<file path="config.mk">
export PLATFORM = sky130hd
export DESIGN_NAME = trace_monitor
export DESIGN_NICKNAME = d
export VERILOG_FILES = /design/src/rtl/nic8_trace_pkg.sv /design/src/rtl/trace_ram.sv /design/src/rtl/trace_monitor.sv
export SDC_FILE = /design/constraint.sdc
export NUM_CORES = 1
export LEC_CHECK = 0
export ABC_AREA = 0
export CELL_PAD_IN_SITES_DETAIL_PLACEMENT = 0
export CELL_PAD_IN_SITES_GLOBAL_PLACEMENT = 1
export CORE_MARGIN = 4
export CORE_UTILIZATION = 53
export CTS_CLUSTER_DIAMETER = 40
export CTS_CLUSTER_SIZE = 25
export DETAILED_ROUTE_END_ITERATION = 12
export PLACE_DENSITY = 0.83
export RECOVER_POWER = 100
export SETUP_SLACK_MARGIN = 0.4
export SLEW_MARGIN = 10
export SYNTH_ARGS = -nofsm -noshare
export SYNTH_HDL_FRONTEND = slang
export SYNTH_HIERARCHICAL = 1
export SYNTH_SLANG_ARGS = --single-unit
</file>
<file path="constraint.sdc">
create_clock -name clk -period 9.06 [get_ports clk]
set_input_delay 1.812 -clock clk [delete_from_list [all_inputs] [get_ports clk]]
set_output_delay 1.812 -clock clk [all_outputs]
set_load 0.1 [all_outputs]
</file>
<file path="src/rtl/nic8_trace_pkg.sv">
// Shared types and rd_data field offsets for the nic8 trace monitor.
// Offsets assume the default 8-bit fields and 14 control bits.
package nic8_trace_pkg;

    typedef enum logic [1:0] {
        IDLE  = 2'd0,
        ARMED = 2'd1,
        POST  = 2'd2,
        DRAIN = 2'd3
    } state_t;

    typedef enum logic [1:0] {
        STEP    = 2'd0,
        PCMATCH = 2'd1,
        QCHANGE = 2'd2,
        EXT     = 2'd3
    } mode_t;

    localparam int DW_DEF    = 8;
    localparam int CTRLW_DEF = 14;

    localparam int OFF_CTRL = 0;
    localparam int OFF_DBUS = CTRLW_DEF;
    localparam int OFF_ABUS = OFF_DBUS + DW_DEF;
    localparam int OFF_QREG = OFF_ABUS + DW_DEF;
    localparam int OFF_XREG = OFF_QREG + DW_DEF;
    localparam int OFF_BREG = OFF_XREG + DW_DEF;
    localparam int OFF_AREG = OFF_BREG + DW_DEF;
    localparam int OFF_IR   = OFF_AREG + DW_DEF;
    localparam int OFF_PC   = OFF_IR + DW_DEF;

endpackage

</file>
<file path="src/rtl/trace_ram.sv">
// Snapshot store: one write port, one registered read port.
// Only the read register is reset; the array is not.
module trace_ram #(
    parameter int DEPTH = 16,
    parameter int W     = 78,
    localparam int AW   = $clog2(DEPTH)
) (
    input  logic          clk,
    input  logic          rst_n,
    input  logic          we,
    input  logic [AW-1:0] waddr,
    input  logic [W-1:0]  wdata,
    input  logic          re,
    input  logic [AW-1:0] raddr,
    output logic [W-1:0]  rdata
);

    logic [W-1:0] mem [DEPTH];
    logic [W-1:0] rdata_q;

    always_ff @(posedge clk) begin
        if (we) mem[waddr] <= wdata;
    end

    always_ff @(posedge clk or negedge rst_n) begin
        if (!rst_n)  rdata_q <= '0;
        else if (re) rdata_q <= mem[raddr];
    end

    assign rdata = rdata_q;

endmodule

</file>
<file path="src/rtl/trace_monitor.sv">
// Circular snapshot capture of CPU state with selectable trigger,
// post-trigger tail and oldest-first valid/ready readout.
module trace_monitor
    import nic8_trace_pkg::*;
#(
    parameter int DW    = 8,
    parameter int CTRLW = 14,
    parameter int DEPTH = 16,
    localparam int SNAPW = 8*DW+CTRLW,
    localparam int AW    = $clog2(DEPTH)
) (
    input  logic             clk,
    input  logic             reset_n,
    input  logic             arm,
    input  logic [1:0]       mode,
    input  logic [31:0]      step_limit,
    input  logic [DW-1:0]    match_pc,
    input  logic [AW-1:0]    post_count,
    input  logic             trig_in,
    input  logic [DW-1:0]    pc,
    input  logic [DW-1:0]    ir,
    input  logic [DW-1:0]    areg,
    input  logic [DW-1:0]    breg,
    input  logic [DW-1:0]    xreg,
    input  logic [DW-1:0]    qreg,
    input  logic [DW-1:0]    abus,
    input  logic [DW-1:0]    dbus,
    input  logic [CTRLW-1:0] ctrl,
    output logic             rd_valid,
    input  logic             rd_ready,
    output logic [SNAPW-1:0] rd_data,
    output logic             rd_last,
    output logic [1:0]       state,
    output logic             triggered,
    output logic [31:0]      ticks
);

    localparam logic [AW:0]   FULL     = (AW+1)'(DEPTH);
    localparam logic [AW:0]   ONE_F    = (AW+1)'(1);
    localparam logic [AW-1:0] ONE_P    = AW'(1);

    state_t          state_q, state_d;
    mode_t           mode_q, mode_d;
    logic [31:0]     step_q, step_d;
    logic [DW-1:0]   mpc_q, mpc_d;
    logic [DW-1:0]   prevq_q, prevq_d;
    logic [AW-1:0]   pcnt_q, pcnt_d;
    logic [AW-1:0]   post_left_q, post_left_d;
    logic [AW-1:0]   wr_ptr_q, wr_ptr_d;
    logic [AW-1:0]   rd_ptr_q, rd_ptr_d;
    logic [AW:0]     fill_q, fill_d;
    logic [AW:0]     rd_cnt_q, rd_cnt_d;
    logic [31:0]     ticks_q, ticks_d;
    logic            first_q, first_d;
    logic            trig_q, trig_d;
    logic            fetch_q, fetch_d;
    logic            rd_valid_q, rd_valid_d;
    logic            rd_last_q, rd_last_d;
    logic            arm_ok, hs, fire, we;
    logic [SNAPW-1:0] snap;

    assign snap   = {pc, ir, areg, breg, xreg, qreg, abus, dbus, ctrl};
    assign arm_ok = arm && (state_q == IDLE || state_q == DRAIN);
    assign hs     = state_q == DRAIN && rd_valid_q && rd_ready;
    assign we     = state_q == ARMED || state_q == POST;

    always_comb begin
        fire = 1'b0;
        unique case (mode_q)
            STEP:    fire = ticks_q == step_q;
            PCMATCH: fire = pc == mpc_q;
            QCHANGE: fire = !first_q && qreg != prevq_q;
            EXT:     fire = trig_in;
            default: fire = 1'b0;
        endcase
    end

    always_ff @(posedge clk or negedge reset_n) begin
        if (!reset_n) state_q <= IDLE;
        else          state_q <= state_d;
    end

    always_comb begin
        state_d = state_q;
        unique case (state_q)
            IDLE:  if (arm) state_d = ARMED;
            ARMED: if (fire) state_d = (pcnt_q == '0) ? DRAIN : POST;
            POST:  if (post_left_q == ONE_P) state_d = DRAIN;
            DRAIN: begin
                if (arm)                  state_d = ARMED;
                else if (hs && rd_last_q) state_d = IDLE;
            end
            default: state_d = IDLE;
        endcase
    end

    always_comb begin
        mode_d      = mode_q;
        step_d      = step_q;
        mpc_d       = mpc_q;
        pcnt_d      = pcnt_q;
        prevq_d     = prevq_q;
        post_left_d = post_left_q;
        wr_ptr_d    = wr_ptr_q;
        rd_ptr_d    = rd_ptr_q;
        fill_d      = fill_q;
        rd_cnt_d    = rd_cnt_q;
        ticks_d     = ticks_q;
        first_d     = first_q;
        trig_d      = trig_q;
        fetch_d     = fetch_q;
        rd_valid_d  = rd_valid_q;
        rd_last_d   = rd_last_q;

        if (state_q != IDLE && ticks_q != '1) ticks_d = ticks_q + 32'd1;

        if (we) begin
            wr_ptr_d = wr_ptr_q + ONE_P;
            if (fill_q != FULL) fill_d = fill_q + ONE_F;
        end

        if (state_q == ARMED) begin
            prevq_d = qreg;
            first_d = 1'b0;
            if (fire) begin
                trig_d      = 1'b1;
                post_left_d = pcnt_q;
            end
        end

        if (state_q == POST) post_left_d = post_left_q - ONE_P;

        // Oldest entry is slot 0 until the ring has wrapped once.
        if (state_d == DRAIN && state_q != DRAIN) begin
            rd_ptr_d = (fill_d < FULL) ? '0 : wr_ptr_d;
            rd_cnt_d = '0;
            fetch_d  = 1'b1;
        end

        if (state_q == DRAIN) begin
            if (fetch_q) begin
                fetch_d    = 1'b0;
                rd_valid_d = 1'b1;
                rd_last_d  = rd_cnt_q == fill_q - ONE_F;
            end
            if (hs) begin
                rd_valid_d = 1'b0;
                rd_last_d  = 1'b0;
                rd_ptr_d   = rd_ptr_q + ONE_P;
                rd_cnt_d   = rd_cnt_q + ONE_F;
                fetch_d    = !rd_last_q;
            end
        end

        if (arm_ok) begin
            mode_d     = mode_t'(mode);
            step_d     = step_limit;
            mpc_d      = match_pc;
            pcnt_d     = post_count;
            wr_ptr_d   = '0;
            fill_d     = '0;
            ticks_d    = '0;
            trig_d     = 1'b0;
            first_d    = 1'b1;
            fetch_d    = 1'b0;
            rd_valid_d = 1'b0;
            rd_last_d  = 1'b0;
        end
    end

    always_ff @(posedge clk or negedge reset_n) begin
        if (!reset_n) begin
            mode_q      <= STEP;
            step_q      <= '0;
            mpc_q       <= '0;
            pcnt_q      <= '0;
            prevq_q     <= '0;
            post_left_q <= '0;
            wr_ptr_q    <= '0;
            rd_ptr_q    <= '0;
            fill_q      <= '0;
            rd_cnt_q    <= '0;
            ticks_q     <= '0;
            first_q     <= 1'b0;
            trig_q      <= 1'b0;
            fetch_q     <= 1'b0;
            rd_valid_q  <= 1'b0;
            rd_last_q   <= 1'b0;
        end else begin
            mode_q      <= mode_d;
            step_q      <= step_d;
            mpc_q       <= mpc_d;
            pcnt_q      <= pcnt_d;
            prevq_q     <= prevq_d;
            post_left_q <= post_left_d;
            wr_ptr_q    <= wr_ptr_d;
            rd_ptr_q    <= rd_ptr_d;
            fill_q      <= fill_d;
            rd_cnt_q    <= rd_cnt_d;
            ticks_q     <= ticks_d;
            first_q     <= first_d;
            trig_q      <= trig_d;
            fetch_q     <= fetch_d;
            rd_valid_q  <= rd_valid_d;
            rd_last_q   <= rd_last_d;
        end
    end

    trace_ram #(
        .DEPTH (DEPTH),
        .W     (SNAPW)
    ) u_ram (
        .clk   (clk),
        .rst_n (reset_n),
        .we    (we),
        .waddr (wr_ptr_q),
        .wdata (snap),
        .re    (fetch_q),
        .raddr (rd_ptr_q),
        .rdata (rd_data)
    );

    always_comb begin
        state     = state_q;
        rd_valid  = rd_valid_q;
        rd_last   = rd_last_q;
        triggered = trig_q;
        ticks     = ticks_q;
    end

endmodule

</file>
**After elaboration in Yosys (flattened, before gate mapping)**

Memories as Yosys holds them, arrays and structs flattened. A register that Yosys moved wholly into a read port is not among the register bits.
Cells that the tools add are included.

- Register bits after elaboration: 115
- Output and inout bits: 115
- Memory bits (writable): 1248
- ROM bits: 0
- Bits of input ports: 129
- Latch bits: 0
- Memories: 1

- Reductions and logical operators: 26
- Add/sub/neg operators: 7
- Equality and inequality tests: 15
- Bitwise gates (word level): 0
- Multiply operators: 0
- Muxes and demuxes: 45
- Div/mod/pow operators: 0
- Shift-type cells: 0
- $lt $le $gt $ge: 1

Memory list:

| name | depth | bits a word | read ports | clocked after memory_dff | wr ports | RTL line | text |
|---|---|---|---|---|---|---|---|
| u_ram.mem | 16 | 78 | 1 | 1 | 1 | trace_ram.sv:18 | `logic [W-1:0] mem [DEPTH];` |

Operator list:

| cell | count |
|---|---|
| $mux 32 | 2 |
| $mux 4 | 9 |
| $add 32x1->32 const B | 1 |
| $eq 32x32->1 | 1 |
| $ne 32x32->1 const B | 1 |
| $mux 5 | 6 |
| $mux 1 | 21 |
| $reduce_bool 2->1 | 7 |
| $add 5x1->5 const B | 2 |
| $eq 2x2->1 const B | 5 |
| $mux 2 | 5 |
| $add 4x1->4 const B | 2 |
| $eq 8x8->1 | 1 |
| $ne 8x8->1 | 1 |
| $pmux 2 s4 | 1 |
| $logic_and 1x1->1 | 7 |
| $reduce_and 2->1 | 3 |
| $eq 5x5->1 | 1 |
| $lt 5x5->1 const B | 1 |
| $ne 5x5->1 const B | 1 |
| $sub 5x1->5 const B | 1 |
| $eq 2x1->1 const B | 2 |
| $eq 4x1->1 const B | 1 |
| $logic_not 2->1 | 2 |
| other kinds (7) | 10 |

**Depth between registers and ports, before layout**

- Word-level depth: 14
- Depth in mapped cells: 11
- Mapped depth without buffers: 10

**Modules after synthesis**

The synthesis kept the hierarchy.

Modules (own cells, without submodules):

| module | cells each | area an instance (um^2) | instances |
|---|---|---|---|
| trace_ram | 2098 | 50196.9 | 1 |
| trace_monitor | 650 | 5985.7 | 1 |

**Least setup slack after synthesis**

Ideal clock, no wire load.

- Path kind: register to register
- Start point: register state_q[0], in the netlist state[0]
- End point: memory u_ram.mem[0][0], enable pin
- Stages on the path, launching flop included: 6
- Path buffers: 1
- Setup slack: 0.988 ns
- Library setup time: 0.610 ns
- Required time: 8.450 ns
- Data arrival time: 7.462 ns
- Cell sequence: dfrtp_1 clkbuf_1 inv_1 ha_1 or3b_2 nor3_1

- Cells in the longest elaborated chain, start to end: 4
- Elaborated cells on any way between the ends: 5
- Those cells by class: eq/ne (2); mux (2); reduce/logical (1)

Ends and longest elaborated chain:

| what | RTL line | text |
|---|---|---|
| start, declared | trace_monitor.sv:42 | `state_t state_q, state_d;` |
| start signal, assigned | trace_monitor.sv:80 | `else state_q <= state_d;` |
| $eq 2x1->1 / $eq 2x2->1 (equally long branches) | trace_monitor.sv:65 | `assign we = state_q == ARMED \|\| state_q == POST;` |
| $logic_or 1x1->1 * | trace_monitor.sv:65 |  |
| net we | trace_monitor.sv:59 | `logic arm_ok, hs, fire, we;` |
| $mux 1 * | trace_ram.sv:22 | `if (we) mem[waddr] <= wdata;` |
| $mux 1 (implied by the code) * | trace_ram.sv:22 |  |
| end, declared | trace_ram.sv:18 |  |

The timed path passes the listed nets; every way through them passes the cells marked *.

**Final worst setup path**

- Start point: register state_q[0], in the netlist state[0]
- End point: memory u_ram.mem[8][70], enable pin

Same word-level chain as after synthesis.

==> flow_summary.toml <==
[floorplanning]
rows = 119
initial_core_util = 0.5337
pin_count = 244
dieArea_um2 = 111300
die_h_um = 333.6
die_w_um = 333.6
core_um2 = 105300

[clock_tree]
cts.htree.levels = 4
cts_tree = "yes"
clk_latency_ns = 0.75
cts-hold-fix-buffers = 0
clockBufferDepth = 3
post_cts_buffers = 0
cts.sinks = 1441
cts-buffers-inserted = 147
ctsResizeCount = 0
clk_pin_slew_ns = 0.06
cts-root-buf = "clkbuf_16"

[sta]
fmax_mhz = 156.6
slew_headroom = -1.653
fin_skew_ns = 0.03264
setup_viol = 0
whs_ns = 0.4958
tns_ns = 0
min_period_ns = 6.385
finalHoldViolCount = 0
report.final.slew_viol_count = 859
rsz0062_at_grt = "no"
post-route-period-util = 0.7048
tightest_slew_ns = 3.979
setup_ws_ns = 2.675

[finish]
syn2layout_area_growth_pct = 14.85
multi_input_area_um2 = 12580
drive_above_1_share = 0.1989
n_fill_cell = 7194
final_cell_mix = "1,248 x edfxtp_1, 292 x mux4_2, 192 x dlygate4sd3_1"
final_cells = 4572
final_common_cell = "edfxtp_1"
finalInstanceArea_um2 = 64530
postLayoutCoreUtil = 0.6130
layout.nets = 3184
seq_area_um2 = 42320

[place]
place_area_um2 = 59950
dp_cells = 4284
hpwl_um = 69100
dp_slack_ns = 3.926
gp_congestion = 0.8136
port_buffers = 243

[min_path]
hp-start = "step_q[1]"
hold_class = "reg2reg"
hold-path-cell-count = 2
worstHoldEndpoint = "step_q[1]"

[global_routing]
antenna_found_initial = 35
grt_pass1_vias = 29720
grt_pass1_wl_um = 195500
grt-ovfl-total = 0
grt_max_degree = 123
grtUsageTotal = 0.2389

[worst_setup_path]
regToRegSetupSlack_ns = 2.67
cp_common_cell = "clkbuf_1"
cpMaxStageDelayCell = "clkbuf_1"
cp.arrival_ns = 6.67
cp_cell_sequence = "inv_1, ha_1, clkbuf_1, nand3b_1, nor3_1, buf_4, clkbuf_1"
end_kind = "register"
path_class = "reg2reg"
slowest_delay_ns = 2.10
worst_setup_path_start_kind = "register"
crit_required_ns = 9.34
timing.rr.start = "state[0]"
cp_max_fo = 41
r2r_end = "u_ram/mem[8][70]"
worstRegToRegCells = 7

[status]
status = "finished, violations left"
violations = "capacitance limit, slew limit"

[logic_synthesis]
synthFlopType = "edfxtp_1"
syn_area_per_cell_um2 = 20.44
synth_cells = 2748
synth_seq_cells = 1441
synth.net_count = 2890
async_flop_share = 0.1339
ys_seq_area_frac = 0.7530
synth.distinct_cells = 64
netlist_area_um2 = 56180
ys_warn_count = 6
synth_edf_count = 1248

[drt]
drc_errors = 0
wl_um = 131300
drt_first_pass_iters = 7
avgRoutedWirePerCell_um = 28.73
vias = 28520
viasPerCell = 6.237
ant_nets = 0
drt_iter0_drc = 3109

[power]
p_leak_nw = 21.21
power.density_nw_per_um2 = 327.8
p_total_mw = 21.15
ir_worst_vdd_v = 0.0002667

[flow_run]
maxCapViolations = 24
## cell families (layout without fill, tap and decap cells)
group	after synthesis	in the layout	share of synthesized area
xor+xnor	91	91	0.01419
buf+inv	163	583	0.01855
mux	404	404	0.1430
flops	1441	1441	0.7530
simple gates	413	413	0.03214
compound gates	223	223	0.03619
fa+ha+maj	13	13	0.002895
other cells	0	13	0
## flip-flops by register name, indices dropped and copies added (netlist names), 2 cells and up
signal and cells:
fill_q 5, mode_q 2, mpc_q 8, pcnt_q 4, post_left_q 4, prevq_q 8, rd_cnt_q 5, rd_ptr_q 4
state 2, step_q 32, ticks 32, u_ram/mem 1248, u_ram/rdata 78, wr_ptr_q 4
## synthesized netlist by cell type, types with 3 or more instances
library cell  count  area, um^2
a21oi_1          11       55.05
a221oi_1         14       122.6
a221oi_2         65       975.9
a22o_1            5       43.79
and3_1            4       25.02
and4_1            4       35.03
buf_1             3       11.26
buf_12            8       160.2
buf_2            42       210.2
buf_4            15       112.6
buf_6            17       191.4
buf_8             5       75.07
clkbuf_1         57       214.0
dfrtp_1         193        4830
edfxtp_1       1248       37480
ha_1             13       162.7
inv_1            14       52.55
mux2_2           11       123.9
mux2i_1          81       810.8
mux4_1           20       525.5
mux4_2          292        6576
nand2_1         169       634.4
nand2b_1          6       37.54
nand3_1          32       160.2
nand4_1          12       75.07
nor2_1          136       510.5
nor2b_1           5       31.28
nor3_1           13       65.06
nor4_1           11       68.82
o211ai_1          3       22.52
o21ai_0          22       110.1
o22ai_1          80       500.5
or3_1             6       37.54
xnor2_1          21       183.9
xor2_1           70       613.1
## final cells by class
class                           instances  share of cell area
Sequential cell                      1441              0.6558
Multi-Input combinational cell       1144              0.1950
Clock buffer                          170             0.06027
Timing Repair Buffer                  294             0.04312
Tap cell                             1391             0.02697
Clock inverter                        105             0.01753
Inverter                               14           0.0008144
Antenna cell                           13           0.0005041
## worst max-delay path by stage
stage	startpoint	end	slack [ns]	depth (start not counted)
finish	state[0]	u_ram/mem[8][70]	2.67	7
global route	state[0]	u_ram/mem[13][27]	2.22	6
detailed placement	pc[5]	rd_ptr_q[2]	3.93	9
floorplan	state[0]	u_ram/mem[0][0]	0.99	5
global placement	pc[7]	rd_ptr_q[2]	4.10	9
CTS	state[0]	state[0]	4.64	1
## layer usage
metal	routed length, um	global-route usage	vias to the layer above
li1	-	-	11870
met1	50740	0.3298	14920
met2	63240	0.3782	1459
met3	14040	0.06781	247
met4	3065	0.06659	18
met5	252	0.008936	-
## worst max-delay path, delay by kind of cell, from the launching register on
| kind | cells | cell delay [ns] |
|---|---|---|
| adders and majority gates | 1 | 0.30 |
| DFF | 1 | 0.53 |
| buffers and inverters | 4 | 3.78 |
| and+or+nand+nor | 2 | 1.27 |
## power breakdown
| part | total, mW | internal (mW) | switching, mW |
|---|---|---|---|
| Combinational | 6.23 | 2.20 | 4.03 |
| Clock | 6.12 | 3.39 | 2.72 |
| Sequential | 8.80 | 8.22 | 0.581 |
No activity file was read; power rests on OpenSTA's default activity.
